<file path="src/rtl/mem_arbiter_pkg.sv">
// mem_arbiter_pkg
//   Shared types for the cache-to-RAM arbiter.
//   word_t      : 32-bit memory word.
//   ramstate_t  : RAM handshake state reported by the RAM model/controller.
//   arb_state_t : arbiter grant state.
package mem_arbiter_pkg;

  typedef logic [31:0] word_t;

  typedef enum logic [1:0] {
    FREE   = 2'd0,
    BUSY   = 2'd1,
    ACCESS = 2'd2,
    ERROR  = 2'd3
  } ramstate_t;

  typedef enum logic [1:0] {
    IDLE = 2'd0,
    DGNT = 2'd1,
    IGNT = 2'd2
  } arb_state_t;

endpackage

</file>
<file path="src/rtl/mem_arbiter_starve_ctr.sv">
// arb_starve_ctr
//   Saturating counter tracking consecutive dcache grants made while the
//   icache is waiting.
//   CLK  : clock
//   nRST : asynchronous active-low reset
//   inc  : count one dcache grant (ignored once saturated)
//   clr  : return to zero (wins over inc)
//   sat  : counter has reached MAX
module arb_starve_ctr #(
  parameter int MAX = 4
) (
  input  logic CLK,
  input  logic nRST,
  input  logic inc,
  input  logic clr,
  output logic sat
);

  logic [3:0] cnt_r;

  // Count state: clear has priority, increment stops at MAX.
  always_ff @(posedge CLK or negedge nRST) begin
    if (!nRST) begin
      cnt_r <= 4'd0;
    end else if (clr) begin
      cnt_r <= 4'd0;
    end else if (inc && (cnt_r != 4'(MAX))) begin
      cnt_r <= cnt_r + 4'd1;
    end else begin
      cnt_r <= cnt_r;
    end
  end

  assign sat = (cnt_r == 4'(MAX));

endmodule

</file>
<file path="src/rtl/mem_arbiter.sv">
// mem_arbiter
//   Arbitrates icache and dcache word requests onto a single-ported RAM.
//   Dcache has priority; a two-word dcache block (addr bit 2 = 0 then 1) is
//   held locked so it is never split. After STARVE_MAX consecutive dcache
//   grants with the icache waiting, the icache is forced a grant.
//   Ports:
//     CLK, nRST               : clock, async active-low reset
//     iREN, iaddr             : icache read request/address
//     iwait, iload            : icache stall (low on completion) / read data
//     dREN, dWEN, daddr,
//     dstore                  : dcache read/write request, address, write data
//     dwait, dload            : dcache stall (low on completion) / read data
//     ramREN, ramWEN, ramaddr,
//     ramstore                : RAM strobes, address, write data
//     ramload, ramstate       : RAM read data and handshake state
//     memerr                  : sticky, RAM reported ERROR during a grant
//     icnt, dcnt              : completed icache / dcache words (wrapping)
module mem_arbiter
  import mem_arbiter_pkg::*;
#(
  parameter int STARVE_MAX = 4,
  parameter int CNT_W      = 32
) (
  input  logic             CLK,
  input  logic             nRST,
  input  logic             iREN,
  input  logic [31:0]      iaddr,
  output logic             iwait,
  output logic [31:0]      iload,
  input  logic             dREN,
  input  logic             dWEN,
  input  logic [31:0]      daddr,
  input  logic [31:0]      dstore,
  output logic             dwait,
  output logic [31:0]      dload,
  output logic             ramREN,
  output logic             ramWEN,
  output logic [31:0]      ramaddr,
  output logic [31:0]      ramstore,
  input  logic [31:0]      ramload,
  input  logic [1:0]       ramstate,
  output logic             memerr,
  output logic [CNT_W-1:0] icnt,
  output logic [CNT_W-1:0] dcnt
);

  arb_state_t       state_r;
  arb_state_t       next_s;
  ramstate_t        rs_s;
  logic             memerr_r;
  logic [CNT_W-1:0] icnt_r;
  logic [CNT_W-1:0] dcnt_r;
  logic             dreq_s;
  logic             drd_s;
  logic             i_done_s;
  logic             d_done_s;
  logic             err_s;
  logic             starve_inc_s;
  logic             starve_clr_s;
  logic             starve_sat_s;

  assign rs_s   = ramstate_t'(ramstate);
  assign dreq_s = dREN | dWEN;
  // A write wins when both dcache strobes are up.
  assign drd_s  = dREN & ~dWEN;

  arb_starve_ctr #(
    .MAX (STARVE_MAX)
  ) u_starve (
    .CLK  (CLK),
    .nRST (nRST),
    .inc  (starve_inc_s),
    .clr  (starve_clr_s),
    .sat  (starve_sat_s)
  );

  // Grant decode: RAM strobes, wait/load, completion events, next state.
  always_comb begin
    next_s       = state_r;
    ramREN       = 1'b0;
    ramWEN       = 1'b0;
    ramaddr      = 32'd0;
    ramstore     = 32'd0;
    iwait        = 1'b1;
    dwait        = 1'b1;
    iload        = 32'd0;
    dload        = 32'd0;
    i_done_s     = 1'b0;
    d_done_s     = 1'b0;
    err_s        = 1'b0;
    starve_inc_s = 1'b0;
    starve_clr_s = 1'b0;
    case (state_r)
      IDLE: begin
        if (!iREN) begin
          starve_clr_s = 1'b1;
        end else begin
          starve_clr_s = 1'b0;
        end
        // Forced icache grant only ever happens here, so a locked block
        // in DGNT can never be interrupted by it.
        if (dreq_s && !(starve_sat_s && iREN)) begin
          next_s = DGNT;
        end else if (iREN) begin
          next_s = IGNT;
        end else begin
          next_s = IDLE;
        end
      end
      DGNT: begin
        if (dreq_s) begin
          ramaddr  = daddr;
          ramstore = dstore;
          ramWEN   = dWEN;
          ramREN   = drd_s;
          case (rs_s)
            ACCESS: begin
              dwait    = 1'b0;
              dload    = drd_s ? ramload : 32'd0;
              d_done_s = 1'b1;
              // First word of a block keeps the lock and does not count
              // toward starvation; the second word (or a single) does.
              if (daddr[2]) begin
                starve_inc_s = iREN;
                next_s       = IDLE;
              end else begin
                starve_inc_s = 1'b0;
                next_s       = DGNT;
              end
            end
            ERROR: begin
              err_s = 1'b1;
            end
            default: begin
              err_s = 1'b0;
            end
          endcase
        end else begin
          // Dcache withdrew: release the lock without strobing.
          next_s = IDLE;
        end
      end
      IGNT: begin
        if (iREN) begin
          ramREN  = 1'b1;
          ramaddr = iaddr;
          case (rs_s)
            ACCESS: begin
              iwait        = 1'b0;
              iload        = ramload;
              i_done_s     = 1'b1;
              starve_clr_s = 1'b1;
              // Hand straight to a waiting dcache with no idle bubble.
              next_s       = dreq_s ? DGNT : IDLE;
            end
            ERROR: begin
              err_s = 1'b1;
            end
            default: begin
              err_s = 1'b0;
            end
          endcase
        end else begin
          next_s = IDLE;
        end
      end
      default: begin
        next_s = IDLE;
      end
    endcase
  end

  // Grant state, sticky error flag and completion counters.
  always_ff @(posedge CLK or negedge nRST) begin
    if (!nRST) begin
      state_r  <= IDLE;
      memerr_r <= 1'b0;
      icnt_r   <= {CNT_W{1'b0}};
      dcnt_r   <= {CNT_W{1'b0}};
    end else begin
      state_r <= next_s;
      if (err_s) begin
        memerr_r <= 1'b1;
      end
      if (i_done_s) begin
        icnt_r <= icnt_r + CNT_W'(1);
      end
      if (d_done_s) begin
        dcnt_r <= dcnt_r + CNT_W'(1);
      end
    end
  end

  assign memerr = memerr_r;
  assign icnt   = icnt_r;
  assign dcnt   = dcnt_r;

endmodule

</file>
<file path="config.mk">
export PLATFORM = sky130hd
export DESIGN_NAME = mem_arbiter
export DESIGN_NICKNAME = d
export VERILOG_FILES = /design/src/rtl/mem_arbiter_pkg.sv /design/src/rtl/mem_arbiter_starve_ctr.sv /design/src/rtl/mem_arbiter.sv
export SDC_FILE = /design/constraint.sdc
export NUM_CORES = 1
export LEC_CHECK = 0
export CAP_MARGIN = 20
export CORE_AREA = 2 2 129 131
export CTS_BUF_LIST = sky130_fd_sc_hd__clkbuf_4 sky130_fd_sc_hd__clkbuf_8
export CTS_CLUSTER_SIZE = 24
export DETAILED_ROUTE_END_ITERATION = 10
export DIE_AREA = 0 0 131 133
export GPL_TIMING_DRIVEN = 0
export PLACE_DENSITY_LB_ADDON = 0.3
export SYNTH_ARGS = -nofsm -noshare
export SYNTH_HDL_FRONTEND = slang
export SYNTH_SLANG_ARGS = --single-unit
</file>
<file path="constraint.sdc">
create_clock -name CLK -period 6.3 [get_ports CLK]
set_clock_uncertainty 0.15 [all_clocks]
set_input_delay 1.26 -clock CLK [delete_from_list [all_inputs] [get_ports CLK]]
set_output_delay 1.26 -clock CLK [all_outputs]
set_load 0.005 [all_outputs]
</file>
Word-level counts from Yosys, hierarchy flattened
Cells that the tools add are included.

word-level totals
  input port bits = 135
  memory bits (read-only) = 0
  memories = 0
  bits in latches = 0
  word-level logic and storage cells = 74
  output and inout port bits = 197
  bits in writable memories = 0
  register bits after elaboration = 71

cells by class
  eq/ne operators = 8
  order comparisons = 0
  reductions and logical operators = 7
  add/subtract/negate cells = 3
  multiply operators = 0
  muxes and demuxes = 48
  shift operators = 0
  div/mod/pow operators = 0
  bitwise gates (word level) = 3

operators by type and width
  operator                 number
  $mux W32                 11
  $add A32 B1 Y32 const B  2
  $pmux W32 S2             1
  $mux W1                  24
  $mux W2                  6
  $mux W4                  2
  $eq A2 B2 Y1 const B     3
  $pmux W1 S2              3
  $pmux W2 S3              1
  $add A4 B1 Y4 const B    1
  $eq A4 B3 Y1 const B     1
  $ne A4 B3 Y1 const B     1
  $logic_and A1 B1 Y1      3
  $ne A3 B2 Y1 const B     1
  $ne A3 B3 Y1 const B     1
  $eq A2 B1 Y1 const B     1
  $logic_not A2 Y1         1
  $reduce_and A2 Y1        1
  $reduce_bool A2 Y1       1
  $and A1 B1 Y1            1
  $logic_not A1 Y1         1
  $not A1 Y1               1
  $or A1 B1 Y1             1

Logic depth before layout (Yosys ltp)
Gate-level depths: netlist of run 1.

  depth after elaboration = 7
  depth in mapped cells = 9
  mapped depth without buffers = 8

Hierarchy
A second synthesis of run 1 with hierarchy kept.

second synthesis, totals
  cells, all modules = 503
  area total of the unflattened synthesis = 4596.9 µm²

by module, submodules not included
  module          area an instance (µm²)  cells an instance  times used  sequential area each (µm²)
  mem_arbiter     4362.9                  479                1           1676.6
  arb_starve_ctr  234.0                   24                 1           100.1

Worst setup path before layout of run 1
OpenSTA, ideal clock, no wires.

  path type = input to output
  start point = input port dREN
  end point = output port ramaddr[10]
  data required time = 4890 ps
  data arrival time = 2238 ps
  stages on the path = 6
  setup slack = 2652 ps
  cells stage by stage = nor2_1 nor2b_1 clkbuf_1 buf_1 a22oi_1 nor2b_1

between the ends
  word-level cells in the longest chain between the ends = 3

ends and longest elaborated chain
  item                RTL line            RTL
  start: declaration  mem_arbiter.sv:30   input logic dREN,
  $or A1 B1 Y1        mem_arbiter.sv:63   assign dreq_s = dREN | dWEN;
  $mux W32            mem_arbiter.sv:111  if (dreq_s) begin
  $pmux W32 S2        mem_arbiter.sv:93   case (state_r)
  end: declaration    mem_arbiter.sv:38   output logic [31:0] ramaddr,

Every way passes these cells.

Final worst setup path of run 1
  start point = input port iREN
  end point = output port ramaddr[26]

between the ends
  word-level cells in the longest chain between the ends = 2

ends and longest elaborated chain
  item                RTL line            RTL
  start: declaration  mem_arbiter.sv:26   input logic iREN,
  $mux W32            mem_arbiter.sv:144  if (iREN) begin
  $pmux W32 S2        mem_arbiter.sv:93

Every way passes these cells.

==> results of run 1 <==
[final cells by class]
| cell class | count | area, um2 | area share |
|---|---|---|---|
| Timing Repair Buffer | 331 | 3310 | 0.398 |
| Multi-Input combinational cell | 390 | 2610 | 0.313 |
| Sequential cell | 71 | 1780 | 0.213 |
| Tap cell | 220 | 275 | 0.0331 |
| Clock buffer | 10 | 131 | 0.0158 |
| Buffer | 31 | 125 | 0.0150 |
| Clock inverter | 6 | 61.3 | 0.00736 |
| Inverter | 11 | 41.3 | 0.00496 |
[final timing paths]
kind,start,end,slack [ns],cells past startpoint
hold / removal,icnt[31],icnt[31],0.32,1
min in group asynchronous,nRST,dcnt[23],0.88,1
hold reg to reg,icnt[31],icnt[31],0.32,1
max in group asynchronous,nRST,u_starve.cnt_r[2],4.56,1
setup / recovery,iREN,ramaddr[26],1.01,7
setup reg to reg,state_r[0],icnt[20],3.74,9
[cells by family (layout without fill, tap and decap cells)]
logic type	count (synthesis)	after routing	synth area share
flops	71	71	0.391
mux	2	2	0.00468
simple gates	271	271	0.353
xor+xnor	63	63	0.121
buf+inv	42	389	0.0366
fa+ha+maj	8	8	0.0220
compound gates	46	46	0.0721
[where the power goes]
part	internal [mW]	switching (mW)
combinational	0.407	0.314
sequential	0.481	0.0315
clock	0.186	0.177
[sequential cells by signal (all words and copies together) (netlist names)]
register        flops
dcnt               32
u_starve.cnt_r      4
state_r             2
icnt               32
memerr              1
[stage by stage]
step / power (mW) / instance area [um2] / instances / util
2_1_floorplan: 0.797 / 4550 / 503 / -
3_3_place_gp: 1.25 / 8140 / 1054 / 0.503
3_5_place_dp: 1.25 / 8140 / 1054 / 0.503
4_1_cts: 1.62 / 8330 / 1070 / 0.515
5_1_grt: 1.69 / 8330 / 1070 / 0.515
6_report: 1.60 / 8330 / 1070 / 0.515
[routing by layer]
metal  vias up  global-route usage
met4         0              0.0697
met2       196               0.334
met1      2313               0.271
met5         -                   0
met3        25              0.0833
li1       2435                   -
[layout by cell type (no fill, tap or decap), types with 4 or more instances in the layout]
cell type        count
nand3_1             25
nor3_1               9
nor2b_1             35
clkdlybuf4s50_1    330
and2_1              67
and3_1              41
clkbuf_1            25
nor2_1              13
xnor2_1             44
ha_1                 8
clkbuf_8             9
dfrtp_1             71
inv_1               10
nand2_1             28
buf_1                4
a22oi_1             33
nand4_1             22
xor2_1              19
nor4_2               4
nor4_1               9
o21ai_0              5
==> results by group, run 1 <==
CTS
  • CTS Buf Count: 9
  • Worst-case clock buffer depth: 2
  • Clock root buffer: clkbuf_8
  • # hold bufs at CTS: 0
  • Clock Latency Late Sink: 0.36 ns
  • Clock transition at the registers of the reported paths: 0.07 ns
  • Setup Fix Bufs, Post-CTS: 0
  • Htree depth: 3
  • CTS tree: yes
  • Clock sinks: 71
  • Cts repair resizes: 0

Flow run
  • Max cap viols: 0

Setup path
  • CP endpoint kind: primary output
  • Worst path bufs/invs: 4
  • Max incr delay on CP: 0.60 ns
  • Critical Path AT: 3.88 ns
  • Crit-path cells: clkdlybuf4s50_1, and2_1, clkbuf_1, buf_1, a22oi_1, nor2b_1, clkdlybuf4s50_1
  • Worst path top cell family by delay: buffers and inverters
  • CP Class: primary input to primary output
  • CP max FO: 10
  • Most used cell, CP: clkdlybuf4s50_1
  • CP Data Required Time: 4.89 ns
  • Startpoint types: primary input
  • CP max stage cell: clkdlybuf4s50_1

Timing
  • Final TNS setup: 0 ns
  • Hold Slack: 0.317 ns
  • Rel. slew slack: 0.416
  • Final period utilization: 0.840
  • Worst-Margin Slew: 0.876 ns
  • Hold Vio Cnt, Final: 0
  • Min Clock Period, post-route: 5.29 ns
  • Achievable Freq: 189 MHz
  • Final Max Tran Viols: 0
  • Slack of the critical path: 1.01 ns
  • Setup-failing EPs final: 0
  • RSZ-0062 raised after global routing: false

Synth
  • Synth cell types: 40
  • Biggest area consumer among synthesized cells: dfrtp_1
  • Yosys top cell area share: 0.391
  • Ys flop type: dfrtp_1
  • Synthesis-stage register bit count: 71
  • Mapped Avg Cell Area: 9.04 um2
  • Syn nets: 646
  • Post-Synthesis Cells: 503
  • Synth warnings: 0
  • Count leader, synth: dfrtp_1
  • Sequential-to-total area share from yosys stat: 0.391
  • Post-synth top cells: 71 x dfrtp_1, 67 x and2_1, 44 x xnor2_1
  • Ys async rst share: 1.00
  • Synth area leaders: dfrtp_1 39%, and2_1 9.2%, xnor2_1 8.5%, and3_1 5.6%, a22oi_1 5.4%
  • EDFF count, synth: 0
  • Mapped cell area: 0.00455 mm2

Global routing
  • First-pass GRT wire length: 28300 um
  • Remaining Overflow, GRT: 0
  • Vias in the first global route: 4932
  • Total GRT Usage: 0.214
  • Largest net degree at the start of global routing: 72
  • Antenna violations before repair: 0

Route
  • DRC viols: 0
  • Max layer used: met4
  • Post-DR wirelength/cell: 17.6 um
  • DR pass1 iterations: 7
  • Post-DRT Antenna Nets: 0
  • Routed wire length: 18800 um
  • DR iter-0 viols: 164
  • Met2 WL: 8610 um
  • Vias/cell: 4.64
  • Vias post-DR: 4969
  • Metal3 WL: 2200 um
  • Met1 WL: 7600 um

Floorplanning
  • Core box area: 0.0162 mm2
  • Die W: 131 um
  • # IOs: 332
  • Rows: 47
  • Die Ht: 133 um
  • Die area: 0.0174 mm2
  • Initial Util: 0.281

Final layout
  • Inserted Diodes: 0
  • Ratio of cells with drive above 1 in the final layout: 0.0353
  • Nets: 988
  • Synthesis-to-finish area growth: 83.1%
  • Filler cells: 1545

Power and ir drop
  • Lkg Pwr: 3.36 nW
  • Power Dens Cells: 192 mW/mm2
  • Worst ir drop on vdd: 0.0874 mV

Placed design
  • PortBufs: 331
  • GPL Wtd Cong: 0.856
  • Post-place setup slack: 0.859 ns
  • Detailed placement HPWL: 15900 um

Status
  • Status: completed

Worst hold path
  • Hold Path Class: register to register
Note: power is estimated with default switching activity, not from simulation.
==> run 2, diff against run 1 <==
--- a/config.mk
+++ b/config.mk
@@ -6,11 +6,11 @@
 export NUM_CORES = 1
 export LEC_CHECK = 0
 export CAP_MARGIN = 20
-export CORE_AREA = 2 2 129 131
+export CORE_AREA = 2 2 130 132
 export CTS_BUF_LIST = sky130_fd_sc_hd__clkbuf_4 sky130_fd_sc_hd__clkbuf_8
 export CTS_CLUSTER_SIZE = 24
 export DETAILED_ROUTE_END_ITERATION = 10
-export DIE_AREA = 0 0 131 133
+export DIE_AREA = 0 0 132 134
 export GPL_TIMING_DRIVEN = 0
 export PLACE_DENSITY_LB_ADDON = 0.3
 export SYNTH_ARGS = -nofsm -noshare
==> constraint.sdc (replaced) <==
create_clock -name CLK -period 4.7 [get_ports CLK]
set_clock_uncertainty 0.15 [all_clocks]
set_input_delay 0.94 -clock CLK [delete_from_list [all_inputs] [get_ports CLK]]
set_output_delay 0.94 -clock CLK [all_outputs]
set_load 0.005 [all_outputs]
==> results by group, run 2 (same netlist as run 1, synthesis figures left out) <==
Setup path
  • Startpoint types: primary input
  • CP max stage cell: nor2b_1
  • CP endpoint kind: primary output
  • CP Class: primary input to primary output
  • Crit-path cells: clkdlybuf4s50_1, nor2b_1, clkbuf_1, and3_1, clkdlybuf4s50_1
  • Worst r2r src: state_r[1]
  • CP Data Required Time: 3.61 ns
  • Worst Setup SP: ramstate[1]
  • Most used cell, CP: clkdlybuf4s50_1
  • Critical Path AT: 3.37 ns
  • Max incr delay on CP: 0.60 ns
  • CP max FO: 10

CTS
  • Setup Fix Bufs, Post-CTS: 0
  • CTS tree: yes
  • Clock transition at the registers of the reported paths: 0.07 ns
  • CTS Buf Count: 9
  • Cts repair resizes: 0
  • Clock root buffer: clkbuf_8
  • # hold bufs at CTS: 0
  • Htree depth: 3
  • Worst-case clock buffer depth: 2
  • Clock sinks: 71
  • Clock Latency Late Sink: 0.35 ns

Global routing
  • GR Util met3: 0.0669
  • Vias in the first global route: 4990
  • Most crowded layer after global routing: met2
  • Total GRT Usage: 0.207
  • Met1 Resource Use GR: 0.234
  • GR Layer Usage met2: 0.367
  • Antenna violations before repair: 0
  • First-pass GRT wire length: 28300 um
  • Remaining Overflow, GRT: 0
  • Largest net degree at the start of global routing: 72

Timing
  • Final TNS setup: 0 ns
  • Hold Vio Cnt, Final: 0
  • Min Clock Period, post-route: 4.46 ns
  • Final Max Tran Viols: 0
  • RSZ-0062 raised after global routing: false
  • Achievable Freq: 224 MHz
  • Final period utilization: 0.950
  • Rel. slew slack: 0.414
  • Setup-failing EPs final: 0
  • Worst-Margin Slew: 0.879 ns

Power and ir drop
  • Power Dens Cells: 258 mW/mm2
  • Seq pwr share: 0.318
  • Sw Share: 0.323
  • Worst ir drop on vdd: 0.169 mV
  • Internal: 1.46 mW
  • Lkg Pwr: 3.37 nW
  • Sw Pwr: 0.696 mW
  • Comb pwr share: 0.452
  • Clk pwr share: 0.230

Floorplanning
  • Core box area: 0.0163 mm2
  • Die Ht: 134 um
  • Initial Util: 0.279
  • Rows: 47
  • Die W: 132 um
  • Die area: 0.0177 mm2
  • # IOs: 332

Route
  • Vias post-DR: 5011
  • Post-DR wirelength/cell: 17.5 um
  • Routed wire length: 18700 um
  • DR iter-0 viols: 242
  • DR pass1 iterations: 6
  • DRC viols: 0
  • Vias/cell: 4.69
  • Post-DRT Antenna Nets: 0

Final layout
  • Nets: 987
  • Ratio of cells with drive above 1 in the final layout: 0.0377
  • Synthesis-to-finish area growth: 83.3%
  • Filler cells: 1554
  • Fin util: 0.512
  • Commonest non-fill, non-tap cell in the layout: clkdlybuf4s50_1
  • Commonest cells after routing, fill and taps aside: 330 x clkdlybuf4s50_1, 71 x dfrtp_1, 67 x and2_1
  • Inserted Diodes: 0

Status
  • Status: completed

Flow run
  • Max cap viols: 0

Placed design
  • Detailed placement HPWL: 15600 um
  • PortBufs: 331
  • GPL Wtd Cong: 0.878

Worst hold path
  • Hold_sp: dcnt[31]
  • Hold Path Class: register to register
==> run 2: changes by cell type in the layout (fill, tap and decap cells not counted) <==
| cell | change |
|---|---|
| clkinvlp_4 | -1 |
| clkbuf_2 | +2 |
| clkbuf_1 | -2 |
| clkbuf_8 | +1 |
| clkinv_4 | +1 |
| clkinv_2 | -1 |
| buf_1 | -1 |
==> run 2: worst paths after layout <==
| kind | end | slack, ns | depth (start not counted) |
|---|---|---|---|
| worst max-delay path | iload[3] | 0.24 | 5 |
| worst min-delay path | dcnt[31] | 0.33 | 1 |
| worst max register to register | dcnt[26] | 2.07 | 7 |
| worst min register to register | dcnt[31] | 0.33 | 1 |
| max in group asynchronous | icnt[8] | 3.27 | 1 |
| min in group asynchronous | dcnt[21] | 0.56 | 1 |
==> run 2: worst max-delay path, delay by kind of cell <==
| family | cells | cell delay (ns) |
|---|---|---|
| buf+inv | 3 | 1.52 |
| simple gates | 2 | 0.92 |
==> run 2: layout make-up <==
type                    count  area [um2]  area share
repair buffers            331        3310       0.397
multi-input cells         390        2610       0.313
flip-flops and latches     71        1780       0.213
well taps                 220         275      0.0330
clock buffers              11         145      0.0174
plain buffers              30         124      0.0149
clock inverters             5        57.6     0.00690
inverters                  11        41.3     0.00495
==> run 2: metal layers <==
layer | up-vias | share of wire
li1 | 2434 | -
met1 | 2358 | 0.39
met2 | 191 | 0.50
met3 | 28 | 0.081
met4 | 0 | 0.029
met5 | - | 0
==> run 2: power groups by stage <==
stage / Sequential (mW) / Combinational, mW / Clock (mW)
after global routing: 0.693 / 1.05 / 0.533
after CTS: 0.686 / 0.985 / 0.506
final: 0.685 / 0.973 / 0.496
after global placement: 0.696 / 0.977 / 0
after floorplan: 0.692 / 0.376 / 0
after detailed placement: 0.698 / 0.982 / 0
==> run 2: per-stage QoR <==
stage / instance area [um2] / instances / total power [mW] / setup WS (ns) / hold slack [ns]
after floorplan: 4550 / 503 / 1.07 / 1.69 / 0.310
after global placement: 8140 / 1054 / 1.67 / 0.0330 / 0.301
after detailed placement: 8140 / 1054 / 1.68 / 0.0117 / 0.323
after CTS: 8340 / 1070 / 2.18 / 0.0105 / 0.335
after global routing: 8340 / 1069 / 2.28 / 0.0306 / 0.359
final: 8340 / 1069 / 2.15 / 0.235 / 0.327
==> run 3, diff against run 2 <==
--- a/config.mk
+++ b/config.mk
@@ -5,7 +5,7 @@
 export SDC_FILE = /design/constraint.sdc
 export NUM_CORES = 1
 export LEC_CHECK = 0
-export CAP_MARGIN = 20
+export CAP_MARGIN = 30
 export CORE_AREA = 2 2 130 132
 export CTS_BUF_LIST = sky130_fd_sc_hd__clkbuf_4 sky130_fd_sc_hd__clkbuf_8
 export CTS_CLUSTER_SIZE = 24
@@ -13,6 +13,7 @@
 export DIE_AREA = 0 0 132 134
 export GPL_TIMING_DRIVEN = 0
 export PLACE_DENSITY_LB_ADDON = 0.3
+export RECOVER_POWER = 25
 export SYNTH_ARGS = -nofsm -noshare
 export SYNTH_HDL_FRONTEND = slang
 export SYNTH_SLANG_ARGS = --single-unit
==> results by group, run 3 (same netlist as run 1, synthesis figures left out) <==
Final layout
  • Final Cell Area: 0.00832 mm2
  • Nets: 987
  • Commonest cells after routing, fill and taps aside: 325 x clkdlybuf4s50_1, 71 x dfrtp_1, 67 x and2_1
  • Inserted Diodes: 0
  • Ratio of cells with drive above 1 in the final layout: 0.0342
  • Filler cells: 1557
  • Synthesis-to-finish area growth: 82.9%
  • Commonest non-fill, non-tap cell in the layout: clkdlybuf4s50_1

CTS
  • Clock Latency Late Sink: 0.35 ns
  • CTS Buf Count: 9
  • CTS tree: yes
  • Clock sinks: 71
  • Htree depth: 3
  • Clock transition at the registers of the reported paths: 0.07 ns
  • Worst-case clock buffer depth: 2
  • Clock root buffer: clkbuf_8

Global routing
  • Largest net degree at the start of global routing: 72
  • Vias in the first global route: 4990
  • Total GRT Usage: 0.207
  • First-pass GRT wire length: 28300 um
  • Antenna violations before repair: 0
  • Remaining Overflow, GRT: 0

Setup path
  • Worst path top cell family by delay: buffers and inverters
  • Most used cell, CP: clkdlybuf4s50_1
  • CP Data Required Time: 3.61 ns
  • CP Class: primary input to primary output
  • Startpoint types: primary input
  • Worst path bufs/invs: 3
  • Critical Path AT: 3.38 ns
  • CP endpoint kind: primary output
  • CP max stage cell: nor2b_1
  • Max incr delay on CP: 0.61 ns
  • Crit-path cells: clkdlybuf4s50_1, nor2b_1, clkbuf_1, and3_1, clkdlybuf4s50_1
  • CP max FO: 10

Route
  • DR pass1 iterations: 5
  • Vias/cell: 4.71
  • Routed wire length: 18700 um
  • DRC viols: 0
  • Vias post-DR: 5030
  • Post-DRT Antenna Nets: 0
  • DR iter-0 viols: 277
  • Post-DR wirelength/cell: 17.5 um

Timing
  • RSZ-0062 raised after global routing: false
  • Final period utilization: 0.951
  • Worst-Margin Slew: 1.73 ns
  • Final TNS setup: 0 ns
  • Rel. slew slack: -0.150
  • Final Max Tran Viols: 72
  • Setup-failing EPs final: 0
  • Min Clock Period, post-route: 4.47 ns
  • Hold Vio Cnt, Final: 0
  • Achievable Freq: 224 MHz

Floorplanning
  • # IOs: 332
  • Die Ht: 134 um
  • Die area: 0.0177 mm2
  • Rows: 47
  • Initial Util: 0.279
  • Die W: 132 um
  • Core box area: 0.0163 mm2

Power and ir drop
  • Lkg Pwr: 3.38 nW
  • Worst ir drop on vdd: 0.169 mV
  • Total Power: 2.15 mW
  • Power Dens Cells: 259 mW/mm2

Flow run
  • Max cap viols: 1

Placed design
  • Detailed placement HPWL: 15600 um
  • GPL Wtd Cong: 0.878
  • Post-DP Area: 0.00814 mm2
  • PortBufs: 331

Status
  • Failing checks: capacitance limit, slew limit
  • Status: finished, violations left

Worst hold path
  • Hold Path Class: register to register
==> run 3: routing by layer <==
metal	global-route usage	part of all wire
met1	0.234	0.39
met2	0.367	0.50
met3	0.0669	0.082
met4	0.0719	0.028
met5	0	0
==> run 3: power by group <==
group	internal, mW	switching, mW
combinational	0.546	0.424
clock	0.266	0.231
sequential	0.645	0.0401
total	1.46	0.695
==> run 3: layout make-up <==
cell class / instances / area (um2) / share of cell area
plain buffers: 30 / 123 / 0.0147
flip-flops and latches: 71 / 1780 / 0.213
inverters: 11 / 41.3 / 0.00496
clock buffers: 11 / 145 / 0.0174
well taps: 220 / 275 / 0.0331
multi-input cells: 390 / 2600 / 0.312
repair buffers: 331 / 3310 / 0.397
clock inverters: 5 / 57.6 / 0.00692
==> run 3: worst reg2reg max path, cell delays in order (launching register included) <==
cell and delay (ns):
dfrtp_1 0.42, inv_1 0.10, ha_1 0.20, nand2_1 0.13
nor2_1 0.31, inv_2 0.09, clkbuf_1 0.27, nor3_1 0.65
nand4_1 0.20, xnor2_1 0.16
==> run 3: repair_timing <==
action / CTS / global route
endpoints found under the hold margin: 0 / 0
setup endpoints to repair: 0 / 22
setup buffers: 0 / 0
hold buffers: 0 / 0
gates resized for setup: 0 / 3
==> run 3: worst paths after layout <==
check                      depth (start not counted)         from       end  slack (ns)
setup / recovery                                   5  ramstate[1]  iload[3]        0.23
hold / removal                                     1     dcnt[31]  dcnt[31]        0.32
setup reg to reg                                   9   state_r[0]  icnt[20]        1.87
hold reg to reg                                    1     dcnt[31]  dcnt[31]        0.32
max in group asynchronous                          1         nRST  icnt[15]        2.47
min in group asynchronous                          1         nRST  dcnt[21]        0.89
==> run 3: metrics by stage <==
stage | instances | hold slack [ns] | setup WS [ns] | utilization
global route | 1069 | 0.356 | 0.00383 | 0.511
floorplan | 503 | 0.310 | 1.69 | -
detailed placement | 1054 | 0.323 | 0.0117 | 0.499
global placement | 1054 | 0.301 | 0.0330 | 0.500
CTS | 1070 | 0.335 | 0.0105 | 0.512
finish | 1069 | 0.322 | 0.232 | 0.511
